### config.mk
export PLATFORM = sky130hd
export DESIGN_NAME = vc_pop_arbiter_flat
export DESIGN_NICKNAME = d
export VERILOG_FILES = /design/src/rtl/vc_pop_arbiter_if.sv /design/src/rtl/vc_pop_arbiter.sv /design/src/flat_wrapper.sv
export SDC_FILE = /design/constraint.sdc
export NUM_CORES = 1
export LEC_CHECK = 0
export ABC_CLOCK_PERIOD_IN_PS = 3900
export CAP_MARGIN = 5
export CORE_MARGIN = 5
export CORE_UTILIZATION = 27
export CTS_CLUSTER_SIZE = 28
export DETAILED_ROUTE_END_ITERATION = 7
export PLACE_DENSITY_LB_ADDON = 0.3
export SYNTH_ARGS = -nofsm -noshare
export SYNTH_HDL_FRONTEND = slang
export SYNTH_SLANG_ARGS = --single-unit
### constraint.sdc
create_clock -name clk -period 3.9 [get_ports clk]
set_clock_uncertainty 0.1 [all_clocks]
set_input_delay 0.78 -clock clk [delete_from_list [all_inputs] [get_ports clk]]
set_output_delay 0.78 -clock clk [all_outputs]
set_load 0.02 [all_outputs]
### src/rtl/vc_pop_arbiter_if.sv
// Signal bundle between the VC pop arbiter, its two source VC FIFOs and the
// two destination FIFOs D0/D1.
interface vc_pop_arbiter_if #(
    parameter int DATA_WIDTH = 6,
    parameter int CNT_WIDTH  = 8
);
    logic                  empty_fifo_VC0;
    logic                  empty_fifo_VC1;
    logic [DATA_WIDTH-1:0] data_out_VC0;
    logic [DATA_WIDTH-1:0] data_out_VC1;
    logic                  almost_full_D0;
    logic                  almost_full_D1;
    logic                  pop_VC0_fifo;
    logic                  pop_VC1_fifo;
    logic [DATA_WIDTH-1:0] data_D0;
    logic                  push_D0;
    logic [DATA_WIDTH-1:0] data_D1;
    logic                  push_D1;
    logic [CNT_WIDTH-1:0]  count_D0;
    logic [CNT_WIDTH-1:0]  count_D1;
    logic                  active;

    // Arbiter side
    modport master (
        input  empty_fifo_VC0, empty_fifo_VC1, data_out_VC0, data_out_VC1,
        input  almost_full_D0, almost_full_D1,
        output pop_VC0_fifo, pop_VC1_fifo, data_D0, push_D0, data_D1, push_D1,
        output count_D0, count_D1, active
    );

    // FIFO / environment side
    modport slave (
        output empty_fifo_VC0, empty_fifo_VC1, data_out_VC0, data_out_VC1,
        output almost_full_D0, almost_full_D1,
        input  pop_VC0_fifo, pop_VC1_fifo, data_D0, push_D0, data_D1, push_D1,
        input  count_D0, count_D1, active
    );
endinterface

### src/rtl/vc_pop_arbiter.sv
// Read-side engine for VC0/VC1: arbitrates pops with a VC0 burst limit, captures
// the FIFO word one cycle after the pop and routes it to D0/D1 by its dest bit.
module vc_pop_arbiter #(
    parameter int DATA_WIDTH = 6,
    parameter int MAX_BURST  = 4,
    parameter int CNT_WIDTH  = 8
) (
    input  logic             clk,
    input  logic             reset,
    vc_pop_arbiter_if.master bus
);
    localparam int BW = $clog2(MAX_BURST + 1);

    typedef enum logic [1:0] {IDLE, ACTIVE, PAUSE} state_t;

    state_t                state;
    state_t                state_nxt;
    logic                  pause;
    logic                  any_ready;
    logic                  grant_vc0;
    logic                  grant_vc1;
    logic [BW-1:0]         burst_cnt;
    logic                  pend_valid;
    logic                  pend_vc;
    logic [DATA_WIDTH-1:0] rd_word;

    assign pause     = bus.almost_full_D0 | bus.almost_full_D1;
    assign any_ready = !bus.empty_fifo_VC0 || !bus.empty_fifo_VC1;

    always_ff @(posedge clk or negedge reset) begin
        if (!reset) state <= IDLE;
        else        state <= state_nxt;
    end

    // Pops are decided from the same-cycle empty flags so a FIFO holding one
    // word is popped exactly once before its empty flag rises.
    always_comb begin
        state_nxt = state;
        grant_vc0 = 1'b0;
        grant_vc1 = 1'b0;
        case (state)
            IDLE: begin
                if (pause)          state_nxt = PAUSE;
                else if (any_ready) state_nxt = ACTIVE;
            end
            ACTIVE: begin
                if (pause) begin
                    state_nxt = PAUSE;
                end else begin
                    if (!any_ready && !pend_valid) state_nxt = IDLE;
                    if (!bus.empty_fifo_VC1 &&
                        (bus.empty_fifo_VC0 || burst_cnt == BW'(MAX_BURST)))
                        grant_vc1 = 1'b1;
                    else if (!bus.empty_fifo_VC0)
                        grant_vc0 = 1'b1;
                end
            end
            PAUSE: begin
                if (!pause) state_nxt = any_ready ? ACTIVE : IDLE;
            end
            default: state_nxt = IDLE;
        endcase
    end

    assign bus.pop_VC0_fifo = grant_vc0;
    assign bus.pop_VC1_fifo = grant_vc1;
    assign bus.active       = (state == ACTIVE);

    always_ff @(posedge clk or negedge reset) begin
        if (!reset)
            burst_cnt <= '0;
        else if (bus.empty_fifo_VC1 || grant_vc1)
            burst_cnt <= '0;
        else if (grant_vc0 && burst_cnt != BW'(MAX_BURST))
            burst_cnt <= burst_cnt + BW'(1);
    end

    always_ff @(posedge clk or negedge reset) begin
        if (!reset) begin
            pend_valid <= 1'b0;
            pend_vc    <= 1'b0;
        end else begin
            pend_valid <= grant_vc0 | grant_vc1;
            pend_vc    <= grant_vc1;
        end
    end

    // The FIFO word is valid the cycle after the pop; it is routed straight
    // into the destination registers, giving a two-cycle pop-to-push latency.
    assign rd_word = pend_vc ? bus.data_out_VC1 : bus.data_out_VC0;

    always_ff @(posedge clk or negedge reset) begin
        if (!reset) begin
            bus.push_D0  <= 1'b0;
            bus.push_D1  <= 1'b0;
            bus.data_D0  <= '0;
            bus.data_D1  <= '0;
            bus.count_D0 <= '0;
            bus.count_D1 <= '0;
        end else begin
            bus.push_D0 <= pend_valid && !rd_word[DATA_WIDTH-2];
            bus.push_D1 <= pend_valid &&  rd_word[DATA_WIDTH-2];
            if (pend_valid && !rd_word[DATA_WIDTH-2]) begin
                bus.data_D0  <= rd_word;
                bus.count_D0 <= bus.count_D0 + CNT_WIDTH'(1);
            end
            if (pend_valid && rd_word[DATA_WIDTH-2]) begin
                bus.data_D1  <= rd_word;
                bus.count_D1 <= bus.count_D1 + CNT_WIDTH'(1);
            end
        end
    end
endmodule

### src/flat_wrapper.sv
// flat-port wrapper written by rule: the top's interface ports become plain ports
module vc_pop_arbiter_flat 
#(
    parameter int DATA_WIDTH = 6,
    parameter int MAX_BURST  = 4,
    parameter int CNT_WIDTH  = 8
)
  (clk, reset, bus_empty_fifo_VC0, bus_empty_fifo_VC1, bus_data_out_VC0, bus_data_out_VC1, bus_almost_full_D0, bus_almost_full_D1, bus_pop_VC0_fifo, bus_pop_VC1_fifo, bus_data_D0, bus_push_D0, bus_data_D1, bus_push_D1, bus_count_D0, bus_count_D1, bus_active);
  vc_pop_arbiter_if #(.DATA_WIDTH(DATA_WIDTH), .CNT_WIDTH(CNT_WIDTH)) bus_i ();
  input  logic clk;
  input  logic reset;
  input wire logic [$bits(bus_i.empty_fifo_VC0)-1:0] bus_empty_fifo_VC0;
  input wire logic [$bits(bus_i.empty_fifo_VC1)-1:0] bus_empty_fifo_VC1;
  input wire logic [$bits(bus_i.data_out_VC0)-1:0] bus_data_out_VC0;
  input wire logic [$bits(bus_i.data_out_VC1)-1:0] bus_data_out_VC1;
  input wire logic [$bits(bus_i.almost_full_D0)-1:0] bus_almost_full_D0;
  input wire logic [$bits(bus_i.almost_full_D1)-1:0] bus_almost_full_D1;
  output wire logic [$bits(bus_i.pop_VC0_fifo)-1:0] bus_pop_VC0_fifo;
  output wire logic [$bits(bus_i.pop_VC1_fifo)-1:0] bus_pop_VC1_fifo;
  output wire logic [$bits(bus_i.data_D0)-1:0] bus_data_D0;
  output wire logic [$bits(bus_i.push_D0)-1:0] bus_push_D0;
  output wire logic [$bits(bus_i.data_D1)-1:0] bus_data_D1;
  output wire logic [$bits(bus_i.push_D1)-1:0] bus_push_D1;
  output wire logic [$bits(bus_i.count_D0)-1:0] bus_count_D0;
  output wire logic [$bits(bus_i.count_D1)-1:0] bus_count_D1;
  output wire logic [$bits(bus_i.active)-1:0] bus_active;
  assign bus_i.empty_fifo_VC0 = bus_empty_fifo_VC0;
  assign bus_i.empty_fifo_VC1 = bus_empty_fifo_VC1;
  assign bus_i.data_out_VC0 = bus_data_out_VC0;
  assign bus_i.data_out_VC1 = bus_data_out_VC1;
  assign bus_i.almost_full_D0 = bus_almost_full_D0;
  assign bus_i.almost_full_D1 = bus_almost_full_D1;
  assign bus_pop_VC0_fifo = bus_i.pop_VC0_fifo;
  assign bus_pop_VC1_fifo = bus_i.pop_VC1_fifo;
  assign bus_data_D0 = bus_i.data_D0;
  assign bus_push_D0 = bus_i.push_D0;
  assign bus_data_D1 = bus_i.data_D1;
  assign bus_push_D1 = bus_i.push_D1;
  assign bus_count_D0 = bus_i.count_D0;
  assign bus_count_D1 = bus_i.count_D1;
  assign bus_active = bus_i.active;
  vc_pop_arbiter #(.DATA_WIDTH(DATA_WIDTH), .MAX_BURST(MAX_BURST), .CNT_WIDTH(CNT_WIDTH)) u_core (.clk(clk), .reset(reset), .bus(bus_i));
endmodule
==> results.md <==
- Status: finished clean
- Slew @ Worst Pin: approximately 0.8 ns
- Critical setup path kind: in2out
- Share of cells above drive strength 1: 15.5%
- GR Overflow Total: 0
- Power Density: around 360 mW/mm^2
- Cell count after synthesis: between 100 and 150
- Crit end category: primary output
- Unrepaired setup endpoints after global routing: false
- Leak: 0.000998 uW
- Worst hold path endpoint: u_core.bus.count_D1[7]$_DFFE_PN0P_
- NumNets Final: about 210
- Post-CTS sizing: 0
- Pwr Total: slightly above 800 uW
- CTS buffer count: 5
- Vias per cell: 4.50
- Die span in x: approximately 88 um
- # setup viols final: 0
- Setup TNS: 0 ns
- Detailed placement HPWL: 2520 um
- Yosys warns: 0
- Seq cells post-synth: 37
- H-tree levels: 2
- Total number of vias: between 1,000 and 1,500
- Worst slew margin: 46.0%
- Fin area: ~0.0023 mm^2
- RD Place Congestion: 0.709
- Initial Utilization: 27.6%
- Initial DRC count: 54
- Number of global-route vias before repair: between 1,000 and 1,500
- Worst Hold Depth: 1
- Placed Cells: about 250
- Maximum vdd drop: 0.132 mV
- I/O Buffers: 50
- Die Height: 87.6 um
- Placed cell area: roughly 0.0022 mm^2
- Pre-CTS WS: around 0.14 ns
- Largest net degree at the start of global routing: 38
- Initial antenna violation count: 0
- Setup Buffers After CTS: 0
- Total iterations of the first detailed-routing run: 2
- Row count: 28
- Drt wl/cell: around 13 um
- Core ar.: between 0.005 and 0.006 mm^2
- Startpoint class of the critical path: primary input
- First-pass GRT wire length: approximately 6000 um
- Fmax: ~270 MHz
- Clk_lat worst skew: approximately 0.28 ns
- Netlist cell types: 27
- DR DRC count: 0
- Syn_area_per_cell: about 12 um^2
- CTS root buffer: clkbuf_8
- Reg-to-Reg Start: u_core.state[1]$_DFFE_PN0P_
- Hold Crit Start: u_core.bus.count_D1[7]$_DFFE_PN0P_
- Final worst slack: 0.144 ns
- Crit Path Max Fanout: 7
- Final non-filler cell total: roughly 260
- Worst path required time: roughly 3 ns
- Mapped Nets: between 150 and 200
- Total wire length: roughly 3500 um
- CP arrival: ~2.9 ns
- GRT Total Usage: roughly 10%
- Post-CTS Hold Fix Bufs: 0
- Reg2Reg Depth: 3
- R2r endpoint: u_core.burst_cnt[2]$_DFFE_PN0P_
- Synth Cell Area: roughly 0.0016 mm^2
- Final Cycle Share: a little over nine tenths
- # diodes: 0
- Crit path time final: roughly 3.8 ns
- Full die area: around 0.0077 mm^2
- Final Max Tran Viols: 0
- Reg clk slew, reported paths: ~0.07 ns
- CTS tree: done
- Io pins: 51
- Sink Count: 37
- Hold WC Path Type: reg2reg
- Sequential share of the synthesized area: a little under three fifths
- Clock Tree Buf Depth: 2
- Internal reg-to-reg setup slack: roughly 1.9 ns
- Max-cap violations: 0
- Fin. Hold Viols: 0
- Syn-to-layout area delta: 41.0%
- Post-route ant nets: 0
-- critical path, cell delays in order --
cell	delay [ns]
clkdlybuf4s50_1	0.45
or4b_1	0.66
nor3_1	0.31
clkdlybuf4s50_1	0.67
-- power by group --
group          leakage, uW  internal (uW)  total [uW]  switching, uW
clock network    0.0000450            124         257            133
logic             0.000459           74.3         137           62.6
registers         0.000494            408         430           21.6
-- synthesized netlist by cell type --
| library cell | n | area share [%] |
|---|---|---|
| dfrtp_1 | 37 | 57 |
| mux2_2 | 17 | 12 |
| xnor2_1 | 9 | 4.9 |
| nand2_1 | 7 | 1.6 |
| nand3_1 | 7 | 2.2 |
| a21oi_1 | 6 | 1.8 |
| nand4_1 | 6 | 2.3 |
| nor3_1 | 6 | 1.8 |
| xor2_1 | 5 | 2.7 |
| ha_1 | 4 | 3.1 |
| inv_1 | 4 | 0.92 |
| and3_1 | 3 | 1.2 |
| nor2_1 | 3 | 0.69 |
| and2_1 | 2 | 0.77 |
| buf_2 | 2 | 0.62 |
| or4b_1 | 2 | 1.2 |
| a2111oi_0 | 1 | 0.54 |
| a31oi_1 | 1 | 0.39 |
| and2b_2 | 1 | 0.54 |
| and4_1 | 1 | 0.54 |
| clkbuf_1 | 1 | 0.23 |
| mux2_1 | 1 | 0.69 |
| mux2i_1 | 1 | 0.62 |
| nand2_2 | 1 | 0.39 |
| nand2b_1 | 1 | 0.39 |
| nor4b_1 | 1 | 0.54 |
| or4b_2 | 1 | 0.62 |
-- flip-flops by register name, indices dropped and copies added, names as in the netlist --
register	count
u_core.bus.count_D0	8
u_core.bus.count_D1	8
u_core.bus.data_D0	6
u_core.bus.data_D1	6
u_core.burst_cnt	3
u_core.state	2
u_core.bus.push_D0	1
u_core.bus.push_D1	1
u_core.pend_valid	1
u_core.pend_vc	1
-- logic make-up (layout without fill, tap and decap cells) --
| family | count (synthesis) | count (layout) | share of synthesized area (%) |
|---|---|---|---|
| XOR/XNOR | 14 | 14 | 7.54 |
| adder cells (fa/ha/maj) | 4 | 4 | 3.08 |
| AO/OA/AOI/OAI | 8 | 8 | 2.77 |
| flip-flops | 37 | 37 | 57.0 |
| multiplexers | 19 | 19 | 13.1 |
| buffers and inverters | 7 | 63 | 1.77 |
| AND/OR/NAND/NOR | 42 | 42 | 14.8 |
-- final cells by class --
cell class / count / area, um^2
fill: 582 / 3590
multi-input combinational: 87 / 671
tap: 75 / 93.8
clock inverter: 2 / 10.0
sequential: 37 / 926
inverter: 4 / 15.0
timing repair buffer: 51 / 503
clock buffer: 6 / 72.6
-- layout by cell type (no fill, tap or decap), types with 2 or more instances in the layout --
master           Yosys  routed
a21oi_1              6       6
and2_1               2       2
and3_1               3       3
clkbuf_8             0       5
clkdlybuf4s50_1      0      49
clkinv_2             0       2
dfrtp_1             37      37
ha_1                 4       4
inv_1                4       4
mux2_2              17      17
nand2_1              7       7
nand3_1              7       7
nand4_1              6       6
nor2_1               3       3
nor3_1               6       6
or4b_1               2       2
xnor2_1              9       9
xor2_1               5       5
-- metrics by stage --
stage / hold slack [ns] / util (%)
after CTS: 0.374 / 38.9
after global placement: 0.357 / 37.5
after floorplan: 0.367 / -
final: 0.364 / 38.9
after detailed placement: 0.362 / 37.5
after global routing: 0.407 / 38.9
-- how the worst max path moves through the flow --
stage / to / cells after the start / from
2_1_floorplan: bus_pop_VC1_fifo / 3 / bus_almost_full_D1
5_1_grt: bus_pop_VC1_fifo / 4 / bus_almost_full_D1
6_report: bus_pop_VC1_fifo / 4 / bus_almost_full_D1
3_3_place_gp: bus_pop_VC1_fifo / 4 / bus_almost_full_D1
4_1_cts: bus_pop_VC1_fifo / 4 / bus_almost_full_D1
3_5_place_dp: bus_pop_VC1_fifo / 4 / bus_almost_full_D1
-- per-layer routing --
layer	part of all wire [%]	vias up	GRT usage, %
li1	-	577	-
met1	48	553	13.5
met2	42	43	14.2
met3	9.0	7	3.57
met4	1.4	0	5.02
met5	0	-	0
(Power assumes the default switching activity.)
